### src/rtl/alu_mc_pkg.sv
`default_nettype none
// ============================================================================
// Module   : alu_mc_pkg
// Purpose  : Shared definitions for the multi-cycle ALU: op-code constants,
//            FSM state encoding and the helper that tells which ops go
//            through the iterative datapath.
// Config   : ALU_MC_DIV_EN -- when defined, DIVU is an iterative op;
//            otherwise op 10 is treated as illegal.
// Revision : 1.0 - initial release
// ============================================================================
package alu_mc_pkg;

  localparam logic [3:0] OP_ADD  = 4'd0;
  localparam logic [3:0] OP_SUB  = 4'd1;
  localparam logic [3:0] OP_AND  = 4'd2;
  localparam logic [3:0] OP_OR   = 4'd3;
  localparam logic [3:0] OP_XOR  = 4'd4;
  localparam logic [3:0] OP_SLL  = 4'd5;
  localparam logic [3:0] OP_SRL  = 4'd6;
  localparam logic [3:0] OP_SRA  = 4'd7;
  localparam logic [3:0] OP_ROL  = 4'd8;
  localparam logic [3:0] OP_MUL  = 4'd9;
  localparam logic [3:0] OP_DIVU = 4'd10;

  typedef logic [1:0] state_t;
  localparam state_t ST_IDLE = 2'd0;
  localparam state_t ST_ITER = 2'd1;
  localparam state_t ST_DONE = 2'd2;

  // True for ops that need the WIDTH-step iteration datapath.
  function automatic logic is_iter_op(input logic [3:0] op);
`ifdef ALU_MC_DIV_EN
    return (op == OP_MUL) || (op == OP_DIVU);
`else
    return (op == OP_MUL);
`endif
  endfunction

endpackage
`default_nettype wire

### src/rtl/alu_mc_iter.sv
`default_nettype none
// ============================================================================
// Module   : alu_mc_iter
// Purpose  : Shared shift-add multiply / restoring-divide iteration engine.
//            start_i loads the operands; WIDTH iterations follow (counter
//            WIDTH-1 down to 0). done_o is high during the last iteration,
//            and lo_o/hi_o then carry that iteration's final values so the
//            caller can capture them on the same edge.
// Ports    : clk, rst_n (async, active low), start_i, is_div_i, a_i, b_i,
//            done_o, lo_o (product low / quotient), hi_o (product high /
//            remainder).
// Config   : ALU_MC_DIV_EN -- enables the restoring-divide step.
// Revision : 1.0 - initial release
// ============================================================================
module alu_mc_iter
  import alu_mc_pkg::*;
#(
  parameter int WIDTH = 16
) (
  input  logic             clk,
  input  logic             rst_n,
  input  logic             start_i,
  input  logic             is_div_i,
  input  logic [WIDTH-1:0] a_i,
  input  logic [WIDTH-1:0] b_i,
  output logic             done_o,
  output logic [WIDTH-1:0] lo_o,
  output logic [WIDTH-1:0] hi_o
);

  localparam int CW = $clog2(WIDTH);

  logic             busy_q;
  logic [CW-1:0]    cnt_q;
  logic [WIDTH-1:0] acc_q;   // product high half / partial remainder
  logic [WIDTH-1:0] lo_q;    // multiplier / dividend shifting into quotient
  logic [WIDTH-1:0] opb_q;   // multiplicand / divisor
  logic [WIDTH-1:0] acc_d;
  logic [WIDTH-1:0] lo_d;
  logic [WIDTH:0]   w_sum;

`ifdef ALU_MC_DIV_EN
  logic             div_q;
  logic [WIDTH:0]   w_trial;
`else
  logic             w_unused_div;
  assign w_unused_div = is_div_i;
`endif

  always_comb begin
    // Multiply step: add multiplicand when the multiplier LSB is set, then
    // shift {carry, acc, lo} right by one.
    w_sum = {1'b0, acc_q} + {1'b0, (lo_q[0] ? opb_q : {WIDTH{1'b0}})};
    acc_d = w_sum[WIDTH:1];
    lo_d  = {w_sum[0], lo_q[WIDTH-1:1]};
`ifdef ALU_MC_DIV_EN
    // Restoring divide step: shift the next dividend bit into the remainder
    // and subtract; a borrow (MSB set) means restore and record a 0.
    w_trial = {acc_q, lo_q[WIDTH-1]} - {1'b0, opb_q};
    if (div_q) begin
      acc_d = w_trial[WIDTH] ? {acc_q[WIDTH-2:0], lo_q[WIDTH-1]} : w_trial[WIDTH-1:0];
      lo_d  = {lo_q[WIDTH-2:0], ~w_trial[WIDTH]};
    end
`endif
  end

  always_ff @(posedge clk or negedge rst_n) begin
    if (!rst_n) begin
      busy_q <= 1'b0;
      cnt_q  <= '0;
      acc_q  <= '0;
      lo_q   <= '0;
      opb_q  <= '0;
`ifdef ALU_MC_DIV_EN
      div_q  <= 1'b0;
`endif
    end else if (start_i) begin
      busy_q <= 1'b1;
      cnt_q  <= CW'(WIDTH - 1);
      acc_q  <= '0;
      lo_q   <= a_i;
      opb_q  <= b_i;
`ifdef ALU_MC_DIV_EN
      div_q  <= is_div_i;
`endif
    end else if (busy_q) begin
      acc_q <= acc_d;
      lo_q  <= lo_d;
      cnt_q <= cnt_q - 1'b1;
      if (cnt_q == '0) busy_q <= 1'b0;
    end
  end

  assign done_o = busy_q && (cnt_q == '0);
  assign lo_o   = lo_d;
  assign hi_o   = acc_d;

endmodule
`default_nettype wire

### src/rtl/alu_mc.sv
`default_nettype none
// ============================================================================
// Module   : alu_mc
// Purpose  : Multi-cycle ALU behind valid/ready handshakes. Single-cycle ops
//            (add/sub/logic/shift/rotate) complete in one cycle; MUL and
//            DIVU run WIDTH iterations in alu_mc_iter (latency WIDTH+1).
// Ports    : clk, rst_n (async, active low)
//            in_valid_i/in_ready_o, op_i, a_i, b_i, cin_i   -- request
//            out_valid_o/out_ready_i, result_o, result_hi_o,
//            cout_o, ofl_o, zero_o, neg_o, dz_o            -- response
// Config   : ALU_MC_DIV_EN -- when undefined the divider is removed and
//            op 10 behaves as an illegal op.
// Revision : 1.0 - initial release
// ============================================================================
module alu_mc
  import alu_mc_pkg::*;
#(
  parameter int WIDTH = 16,
  parameter int SHW   = $clog2(WIDTH)
) (
  input  logic             clk,
  input  logic             rst_n,
  input  logic             in_valid_i,
  output logic             in_ready_o,
  input  logic [3:0]       op_i,
  input  logic [WIDTH-1:0] a_i,
  input  logic [WIDTH-1:0] b_i,
  input  logic             cin_i,
  output logic             out_valid_o,
  input  logic             out_ready_i,
  output logic [WIDTH-1:0] result_o,
  output logic [WIDTH-1:0] result_hi_o,
  output logic             cout_o,
  output logic             ofl_o,
  output logic             zero_o,
  output logic             neg_o,
  output logic             dz_o
);

  state_t           state_q, state_d;
  logic [WIDTH-1:0] result_q, result_d;
  logic [WIDTH-1:0] hi_q, hi_d;
  logic             cout_q, cout_d;
  logic             ofl_q, ofl_d;
  logic             zero_q, zero_d;
  logic             neg_q, neg_d;
  logic             dz_q, dz_d;

  logic [SHW-1:0]     w_sh;
  logic [WIDTH-1:0]   w_opb;
  logic [WIDTH:0]     w_sum;
  logic [2*WIDTH-1:0] w_rot;
  logic [WIDTH-1:0]   w_res, w_hi;
  logic               w_cout, w_ofl, w_dz;
  logic               w_div0, w_iter_go, w_start;
  logic               w_iter_done;
  logic [WIDTH-1:0]   w_iter_lo, w_iter_hi;

  assign w_sh  = b_i[SHW-1:0];
  // SUB reuses the adder with inverted B and a forced carry-in.
  assign w_opb = (op_i == OP_SUB) ? ~b_i : b_i;
  assign w_sum = {1'b0, a_i} + {1'b0, w_opb}
               + {{WIDTH{1'b0}}, ((op_i == OP_SUB) ? 1'b1 : cin_i)};
  // Rotate-left: upper half of the doubled operand shifted left.
  assign w_rot = {a_i, a_i} << w_sh;

  // Divide by zero is resolved immediately instead of iterating.
  assign w_div0    = (op_i == OP_DIVU) && (b_i == '0);
  assign w_iter_go = is_iter_op(op_i) && !w_div0;
  assign w_start   = (state_q == ST_IDLE) && in_valid_i && w_iter_go;

  always_comb begin
    w_res  = '0;
    w_hi   = '0;
    w_cout = 1'b0;
    w_ofl  = 1'b0;
    w_dz   = 1'b0;
    case (op_i)
      OP_ADD, OP_SUB: begin
        w_res  = w_sum[WIDTH-1:0];
        w_cout = w_sum[WIDTH];
        w_ofl  = (a_i[WIDTH-1] == w_opb[WIDTH-1]) && (w_sum[WIDTH-1] != a_i[WIDTH-1]);
      end
      OP_AND: w_res = a_i & b_i;
      OP_OR:  w_res = a_i | b_i;
      OP_XOR: w_res = a_i ^ b_i;
      OP_SLL: w_res = a_i << w_sh;
      OP_SRL: w_res = a_i >> w_sh;
      OP_SRA: w_res = $unsigned($signed(a_i) >>> w_sh);
      OP_ROL: w_res = w_rot[2*WIDTH-1:WIDTH];
`ifdef ALU_MC_DIV_EN
      // Only reached as a single-cycle op when the divisor is zero.
      OP_DIVU: begin
        w_res = '1;
        w_hi  = a_i;
        w_dz  = 1'b1;
      end
`endif
      default: ;  // illegal ops: all-zero result and flags
    endcase
  end

  alu_mc_iter #(
    .WIDTH (WIDTH)
  ) u_iter (
    .clk      (clk),
    .rst_n    (rst_n),
    .start_i  (w_start),
    .is_div_i (op_i == OP_DIVU),
    .a_i      (a_i),
    .b_i      (b_i),
    .done_o   (w_iter_done),
    .lo_o     (w_iter_lo),
    .hi_o     (w_iter_hi)
  );

  always_comb begin
    state_d  = state_q;
    result_d = result_q;
    hi_d     = hi_q;
    cout_d   = cout_q;
    ofl_d    = ofl_q;
    zero_d   = zero_q;
    neg_d    = neg_q;
    dz_d     = dz_q;
    case (state_q)
      ST_IDLE: begin
        if (in_valid_i) begin
          if (w_iter_go) begin
            state_d = ST_ITER;
          end else begin
            state_d  = ST_DONE;
            result_d = w_res;
            hi_d     = w_hi;
            cout_d   = w_cout;
            ofl_d    = w_ofl;
            zero_d   = (w_res == '0);
            neg_d    = w_res[WIDTH-1];
            dz_d     = w_dz;
          end
        end
      end
      ST_ITER: begin
        if (w_iter_done) begin
          state_d  = ST_DONE;
          result_d = w_iter_lo;
          hi_d     = w_iter_hi;
          cout_d   = 1'b0;
          ofl_d    = 1'b0;
          zero_d   = (w_iter_lo == '0);
          neg_d    = w_iter_lo[WIDTH-1];
          dz_d     = 1'b0;
        end
      end
      ST_DONE: if (out_ready_i) state_d = ST_IDLE;
      default: state_d = ST_IDLE;
    endcase
  end

  always_ff @(posedge clk or negedge rst_n) begin
    if (!rst_n) begin
      state_q  <= ST_IDLE;
      result_q <= '0;
      hi_q     <= '0;
      cout_q   <= 1'b0;
      ofl_q    <= 1'b0;
      zero_q   <= 1'b1;
      neg_q    <= 1'b0;
      dz_q     <= 1'b0;
    end else begin
      state_q  <= state_d;
      result_q <= result_d;
      hi_q     <= hi_d;
      cout_q   <= cout_d;
      ofl_q    <= ofl_d;
      zero_q   <= zero_d;
      neg_q    <= neg_d;
      dz_q     <= dz_d;
    end
  end

  // Gated by rst_n so the block never advertises readiness while held in reset.
  assign in_ready_o  = (state_q == ST_IDLE) && rst_n;
  assign out_valid_o = (state_q == ST_DONE);
  assign result_o    = result_q;
  assign result_hi_o = hi_q;
  assign cout_o      = cout_q;
  assign ofl_o       = ofl_q;
  assign zero_o      = zero_q;
  assign neg_o       = neg_q;
  assign dz_o        = dz_q;

endmodule
`default_nettype wire

### config.mk
export PLATFORM = sky130hd
export DESIGN_NAME = alu_mc
export DESIGN_NICKNAME = d
export VERILOG_FILES = /design/src/rtl/alu_mc_pkg.sv /design/src/rtl/alu_mc_iter.sv /design/src/rtl/alu_mc.sv
export SDC_FILE = /design/constraint.sdc
export NUM_CORES = 1
export LEC_CHECK = 0
export CAP_MARGIN = 20
export CORE_MARGIN = 2
export CORE_UTILIZATION = 33
export CTS_CLUSTER_SIZE = 16
export DETAILED_ROUTE_END_ITERATION = 16
export GPL_TIMING_DRIVEN = 0
export PLACE_DENSITY = 0.62
export SLEW_MARGIN = 20
export SYNTH_ARGS = -nofsm -noshare
export SYNTH_HDL_FRONTEND = slang
export SYNTH_SLANG_ARGS = --single-unit
### constraint.sdc
create_clock -name clk -period 3.6 [get_ports clk]
set_clock_uncertainty 0.15 [all_clocks]
set_input_delay 0.72 -clock clk [delete_from_list [all_inputs] [get_ports clk]]
set_output_delay 0.72 -clock clk [all_outputs]
set_load 0.1 [all_outputs]
Word level (Yosys, flattened, before mapping)
Cells that the tools add are included.
Word-level totals
  register bits: 92
  bits in latches: 0
  bits in writable memories: 0
  bits in read-only memories: 0
  input bits: 41
  output and inout bits: 39
  word-level logic and storage cells: 108
  memories: 0
Operators by class
  add/subtract/negate cells: 4
  multipliers: 0
  div/mod/pow operators: 0
  magnitude comparators: 0
  eq/ne operators: 18
  shifts and indexed selects: 4
  multiplexer cells: 46
  bitwise logic cells: 4
  reduce and logical (&&, ||, !) cells: 19
Operators with widths (number)
  two-way mux 16 bit: 12
  one-hot mux 16 bit (8 select lines): 1
  one-hot mux 16 bit (2 select lines): 2
  zero test 16 bit: 3
  adder 16 x 16 -> 17 bit: 2
  left shift 32 x 4 -> 32 bit: 1
  two-way mux 1 bit: 19
  adder 17 x 1 -> 17 bit: 1
  AND 16 bit: 1
  == test 4 x 3 -> 1 bit, second input constant: 4
  NOT 16 bit: 1
  OR 16 bit: 1
  left shift 16 x 4 -> 16 bit: 1
  right shift 16 x 4 -> 16 bit: 1
  >>> shifter 16 x 4 -> 16 bit: 1
  XOR 16 bit: 1
  == test 4 bit, second input constant: 3
  one-hot mux 1 bit (2 select lines): 5
  == test 4 x 2 -> 1 bit, second input constant: 2
  zero test 4 bit: 2
  two-way mux 2 bit: 4
  two-way mux 4 bit: 2
  logical AND 1 bit: 7
  one-hot mux 2 bit (3 select lines): 1
  other kinds (14): 17

Depth between registers and ports, before layout
  depth after elaboration: 10
  mapped depth: 18

Cells and area by module
From an unflattened synthesis, not the netlist that was laid out.
Unflattened totals
  cells, all modules: 996
  area total of the unflattened synthesis: 8881.0 sq um
Modules (own cells, without submodules)
  alu_mc: instances 1, cells each 691, area an instance 5778.0 sq um
  alu_mc_iter: instances 1, cells each 305, area an instance 3103.0 sq um

Worst setup path after synthesis
OpenSTA, ideal clock, no wires.
  path type: in2reg
  start: in op_i[0]
  end: reg zero_q (netlist: zero_o)
  arrival time: 4.695 ns
  data required time: 3.378 ns
  path slack: -1.317 ns
  stages: 18
  path buffers: 5
  cells stage by stage: buf_2 -> buf_2 -> clkbuf_1 -> buf_2 -> and2_1 -> clkbuf_1 -> xnor2_1 -> fa_1 -> fa_1 -> a211oi_1 -> o211ai_1 -> a31oi_1 -> o21ai_0 -> a211oi_1 -> and3_1 -> and4_1 -> nand4_1 -> o21ai_1
Between the ends
  cells in the longest elaborated chain, start to end: 9
  elaborated cells on any way between the ends: 26
RTL lines
  start: declaration: line alu_mc.sv:25  | input logic [3:0] op_i,
  == test 4 x 1 -> 1 bit: line alu_mc.sv:61, alu_mc.sv:63, alu_mc.sv:78
  two-way mux 16 bit: line alu_mc.sv:61  | assign w_opb = (op_i == OP_SUB) ? ~b_i : b_i;
  adder 16 x 16 -> 17 bit: line alu_mc.sv:62  | assign w_sum = {1'b0, a_i} + {1'b0, w_opb}
  adder 17 x 1 -> 17 bit: line alu_mc.sv:63  | + {{WIDTH{1'b0}}, ((op_i == OP_SUB) ? 1'b1 : cin_i)};
  one-hot mux 16 bit (8 select lines): line alu_mc.sv:78  | case (op_i)
  zero test 16 bit: line alu_mc.sv:137  | zero_d = (w_res == '0);
  two-way mux 1 bit: line alu_mc.sv:129  | if (w_iter_go) begin
  two-way mux 1 bit: line alu_mc.sv:128  | if (in_valid_i) begin
  one-hot mux 1 bit (2 select lines): line alu_mc.sv:126  | case (state_q)
  end signal: assignment: line alu_mc.sv:176  | zero_q <= zero_d;
  end: declaration: line alu_mc.sv:45  | logic zero_q, zero_d;
Several ways; a longest one is shown, not always the timed one. The select of a mux whose other input is x is not followed.
A chain may end at the register's enable or synchronous reset.

Worst setup path in the final report
  start: in op_i[2]
  end: reg zero_q (netlist: zero_o)
Same word-level chain as after synthesis.

==> out/results.txt <==
Number of max-slew violations in the final report: 0. The floorplan has 58 rows. The hold violation count in the final report came out at 0. In this run the tool buffered the top-level ports with 77 buffer cells. The power density over the cells is 532.9 mW/mm2, and the number of antenna repair diodes is 0. TritonCTS built the clock tree. Cell with the biggest individual delay on the critical path: fa_2.

At the worst endpoint, the arrival time is 3.95 ns. The run gives 2.667 mW as the switching power. Setup repair after global routing could not meet its margin everywhere. The sequential share of power came out at 0.284. The tools report the remaining global-route overflow as 0. Once detail routing completed, the nets flagged for antenna violations numbered 0. The net count of the finished layout is 1202. For the latest clock arrival within the worst-skew pair, the log shows 0.34 ns.

The combinational cell fraction of total power came out at 0.556. The maximum clock frequency is 261.5 MHz. The adder-cell share of the synthesized area is 0.1041, and the placeable core region is 0.02511 mm2.

The cell count after placement was 1374; the overall track demand over capacity in global routing was 0.2290. The post-layout worst setup margin is -0.2236 ns. The internal power of the cells totals 3.104 mW. Dividing the detail-routed via count by the number of cells gives 5.749.

The cell area that synthesis handed to floorplanning was 0.008393 mm2. The run finished, with violations left. The first routing iteration left 856 violations.

Classification of the worst-slack hold path: primary input to async pin. The fraction of registers with async set/reset came out at 1.000. Counting every instance in the synthesized netlist gives 965. The die is 163.5 um wide.

The complex-gate fraction of the synthesized area came out at 0.2077. After clock tree synthesis, the clock-pin slew on the worst setup and hold paths is 0.06 ns. The signal on the critical path passes through buf_12, nor3_4, buf_6, and2_4, or2_4, fa_2, fa_2, a211oi_4, o211ai_1, a31oi_2, o21ai_1, a211oi_2, and3_1, and4_1, nand4_1, o21ai_1.

The die covers 0.02673 mm2. After detailed routing, the average wire length per cell comes to 21.36 um. The tools report the launch point of the critical path as op_i[2].

In this design, the largest share of critical-path delay is due to compound AO/OA/AOI/OAI gates. The checks that failed: negative setup slack. The synthesized design contains 0 enable-type register cells. From bottom edge to top edge, the die measures 163.5 um. For the number of standard cells in the layout, taps in and fillers out, the log shows 1428. After synthesis, the largest family of logic cells by area is compound AO/OA/AOI/OAI gates.

The tools report the starting density of the core as 0.3343. The last weighted congestion value of the routability-driven placer is 1.002. The worst setup path is captured at a flop.

The logs give -1.093 ns for the total negative slack for setup checks and 0.160 for the share of total power in the clock network. Setup violations remaining at the end of the flow were counted as 9. From synthesis to final layout, the design area changed by 29.04%.

Timing analysis after detailed placement gives a worst setup slack of -2.164 ns. On the final layout, the worst hold slack is 0.1506 ns. The cell sitting at the root of the clock tree is a clkbuf_16.

The number of max-cap violations was 0; the via total after detailed routing was 8210. For this design, the CTS-stage hold fixing added 0 buffers. The aggregate routed wire length was 30510 um; the count of unique library cells instantiated by Yosys was 78.

The simple-gate area share of the yosys netlist works out to 0.1579. The clock period minus worst slack was 3.824 ns. Of all nets on the critical path, the largest fanout is 4. After detailed routing, the number of remaining DRC violations is 0. STA puts the critical path data required time at 3.72 ns.

The tools report the number of placed I/O pins as 80. Counting both buffers and inverters, the worst setup path holds a total of 2. The mean cell area of the mapped netlist is 8.697 um2. For the pin with the worst max-slew slack, the measured transition is 0.9808 ns. The worst stage delay on the critical path works out to 0.44 ns. The fraction of the yosys area taken by sequential cells was 0.2685.

The most used flip-flop cell after synthesis is dfrtp_1. The synthesized-area fraction occupied by xor and xnor cells was 0.04487. The run gives 46850 um as the wire length of the first global-routing pass. Fraction of the cycle the final worst path needs: 1.062.

The design draws 5.772 mW. The deepest clock path buffer count was 2; the sink count of the clock tree was 90. For the number of detailed-route iterations in the first pass, the log shows 5.

The tools report the synthesized netlist net count as 1074. The leakage component of the power is 4.696 nW, and the number of buffers created by CTS is 9. For the via count of the first global-routing pass, the log shows 8025. The initial antenna violation count is 0, and the H-tree depth is 3. During synthesis, Yosys emitted a total of 0 warnings.

Entering global routing, the biggest net connects 48 pins. The HPWL after detailed placement is 22640 um. STA classifies the critical path startpoint as a primary input. The launching point of the worst reg2reg path was u_iter.lo_q[0].

The worst-case vdd ir drop came out at 0.4795 mV. The switching share of power was 0.4622. The synthesized flop and latch total is 90, and the worst slew margin relative to its limit is 0.3441. The multiplexer fraction of the synthesized cell area works out to 0.1519.

Category of the most critical setup path: primary input to flop. The share of final-layout standard cells stronger than drive strength 1 was 0.1821.
[power by group through the flow]
stage               Sequential [mW]  Clock, mW  Combinational, mW
floorplan                      2.12          0               1.72
global placement               1.64          0               2.95
detailed placement             1.64          0               3.00
CTS                            1.63      0.930               3.12
global route                   1.69      0.982               3.47
finish                         1.64      0.923               3.21
[synth_stat cells (4+ instances only)]
| master | number | share of area |
|---|---|---|
| buf_2 | 14 | 0.0083 |
| nand4_1 | 5 | 0.0037 |
| nand3_1 | 12 | 0.0072 |
| nor3b_1 | 4 | 0.0036 |
| a31oi_1 | 12 | 0.0089 |
| mux4_2 | 18 | 0.048 |
| ha_1 | 65 | 0.097 |
| nand3b_1 | 4 | 0.0036 |
| nor2_1 | 60 | 0.027 |
| and2_1 | 21 | 0.016 |
| nand2b_1 | 9 | 0.0067 |
| nand2_1 | 99 | 0.044 |
| a21oi_1 | 51 | 0.030 |
| o221ai_1 | 6 | 0.0063 |
| buf_6 | 5 | 0.0067 |
| nor3_1 | 14 | 0.0083 |
| o21ai_0 | 72 | 0.043 |
| a21o_1 | 12 | 0.011 |
| inv_1 | 49 | 0.022 |
| a221oi_1 | 9 | 0.0094 |
| or2_2 | 4 | 0.0030 |
| buf_1 | 5 | 0.0022 |
| nor4_1 | 6 | 0.0045 |
| dfrtp_1 | 89 | 0.27 |
| buf_4 | 5 | 0.0045 |
| o21ai_1 | 6 | 0.0036 |
| xor2_1 | 6 | 0.0063 |
| o211ai_1 | 12 | 0.011 |
| mux2_2 | 13 | 0.017 |
| mux2i_1 | 67 | 0.080 |
| xnor2_1 | 37 | 0.039 |
| a211oi_1 | 10 | 0.0089 |
| o21a_1 | 4 | 0.0036 |
| o31ai_1 | 6 | 0.0054 |
| o21bai_1 | 5 | 0.0045 |
| clkbuf_1 | 46 | 0.021 |
| a22oi_1 | 10 | 0.0089 |
| a22o_1 | 17 | 0.018 |
| and3_1 | 6 | 0.0045 |
| nor2b_1 | 11 | 0.0082 |
| o22ai_1 | 7 | 0.0052 |
[worst register-to-register path: cells and delay by family, from the launching register on]
kind	cells	cell delay [ns]
AO/OA/AOI/OAI	6	1.36
XOR/XNOR	1	0.16
adder cells (fa/ha/maj)	2	0.65
flip-flops	1	0.44
multiplexers	1	0.10
AND/OR/NAND/NOR	2	0.27
[layout make-up]
cell class	instances	area, um2
Fill cell	2487	14280
Multi-Input combinational cell	750	6001
Sequential cell	90	2253
Timing Repair Buffer	126	1210
Buffer	66	476.7
Tap cell	330	412.9
Clock buffer	13	240.2
Inverter	50	193.9
Clock inverter	3	42.54
[registers in the layout, indices dropped and copies added (netlist names)]
name / flops
u_iter.lo_q: 16
zero_o: 1
u_iter.cnt_q: 4
u_iter.acc_q: 16
result_o: 16
u_iter.busy_q: 1
state_q: 2
cout_o: 1
u_iter.opb_q: 16
result_hi_o: 16
ofl_o: 1
[worst paths after layout]
check	endpoint	cells after the start	slack (ns)
worst max register to register	u_iter.acc_q[13]	12	0.40
worst min register to register	u_iter.opb_q[0]	2	0.33
worst max-delay path	zero_o	16	-0.22
worst min-delay path	result_o[10]	1	0.15
max in group asynchronous	zero_o	2	2.53
min in group clk	u_iter.opb_q[0]	2	0.33
[through the flow]
step	area [um2]	utilization
global route	10830	0.4313
detailed placement	9709	0.3867
floorplan	8484	-
CTS	10550	0.4201
finish	10830	0.4313
global placement	9668	0.3850
[kinds of logic after synthesis]
family	count (synthesis)
AND/OR/NAND/NOR	272
AO/OA/AOI/OAI	266
buffers and inverters	125
multiplexers	100
flip-flops	90
adder cells (fa/ha/maj)	68
XOR/XNOR	43
other	1
[cell usage in the layout, fill, tap and decap left out, types with 6 or more instances in the layout]
| cell type | Yosys | final |
|---|---|---|
| nand2_1 | 99 | 98 |
| dfrtp_1 | 89 | 89 |
| mux2i_1 | 67 | 66 |
| clkdlybuf4s50_1 | 0 | 66 |
| nor2_1 | 60 | 59 |
| o21ai_0 | 72 | 59 |
| ha_1 | 65 | 59 |
| buf_4 | 5 | 48 |
| inv_1 | 49 | 47 |
| a21oi_1 | 51 | 41 |
| clkbuf_1 | 46 | 36 |
| xnor2_1 | 37 | 31 |
| and2_1 | 21 | 20 |
| mux4_2 | 18 | 18 |
| a22o_1 | 17 | 17 |
| nor3_1 | 14 | 12 |
| o211ai_1 | 12 | 12 |
| a21o_1 | 12 | 12 |
| buf_6 | 5 | 11 |
| nand3_1 | 12 | 11 |
| o21ai_1 | 6 | 11 |
| mux2_2 | 13 | 11 |
| nor2b_1 | 11 | 11 |
| clkbuf_16 | 0 | 10 |
| a31oi_1 | 12 | 10 |
| a21oi_2 | 0 | 10 |
| buf_12 | 0 | 9 |
| nand2b_1 | 9 | 9 |
| a22oi_1 | 10 | 9 |
| o22ai_1 | 7 | 7 |
| clkbuf_2 | 0 | 6 |
| and3_1 | 6 | 6 |
| o21ai_2 | 0 | 6 |
| a221oi_1 | 9 | 6 |
| o31ai_1 | 6 | 6 |
| xor2_1 | 6 | 6 |
[metal layers]
layer | track usage | part of all wire | vias up
li1 | - | - | 3767
met1 | 0.3151 | 0.44 | 3936
met2 | 0.3567 | 0.44 | 443
met3 | 0.04342 | 0.090 | 64
met4 | 0.08493 | 0.033 | 0
met5 | 0 | 0 | -
[timing repair]
item | 4_1_cts | 5_1_grt
resized for setup | 120 | 56
endpoints found under the setup margin | 19 | 18
buffers inserted | 27 | 22
pin swaps | 40 | 32
Note: power is estimated with default switching activity, not from simulation.
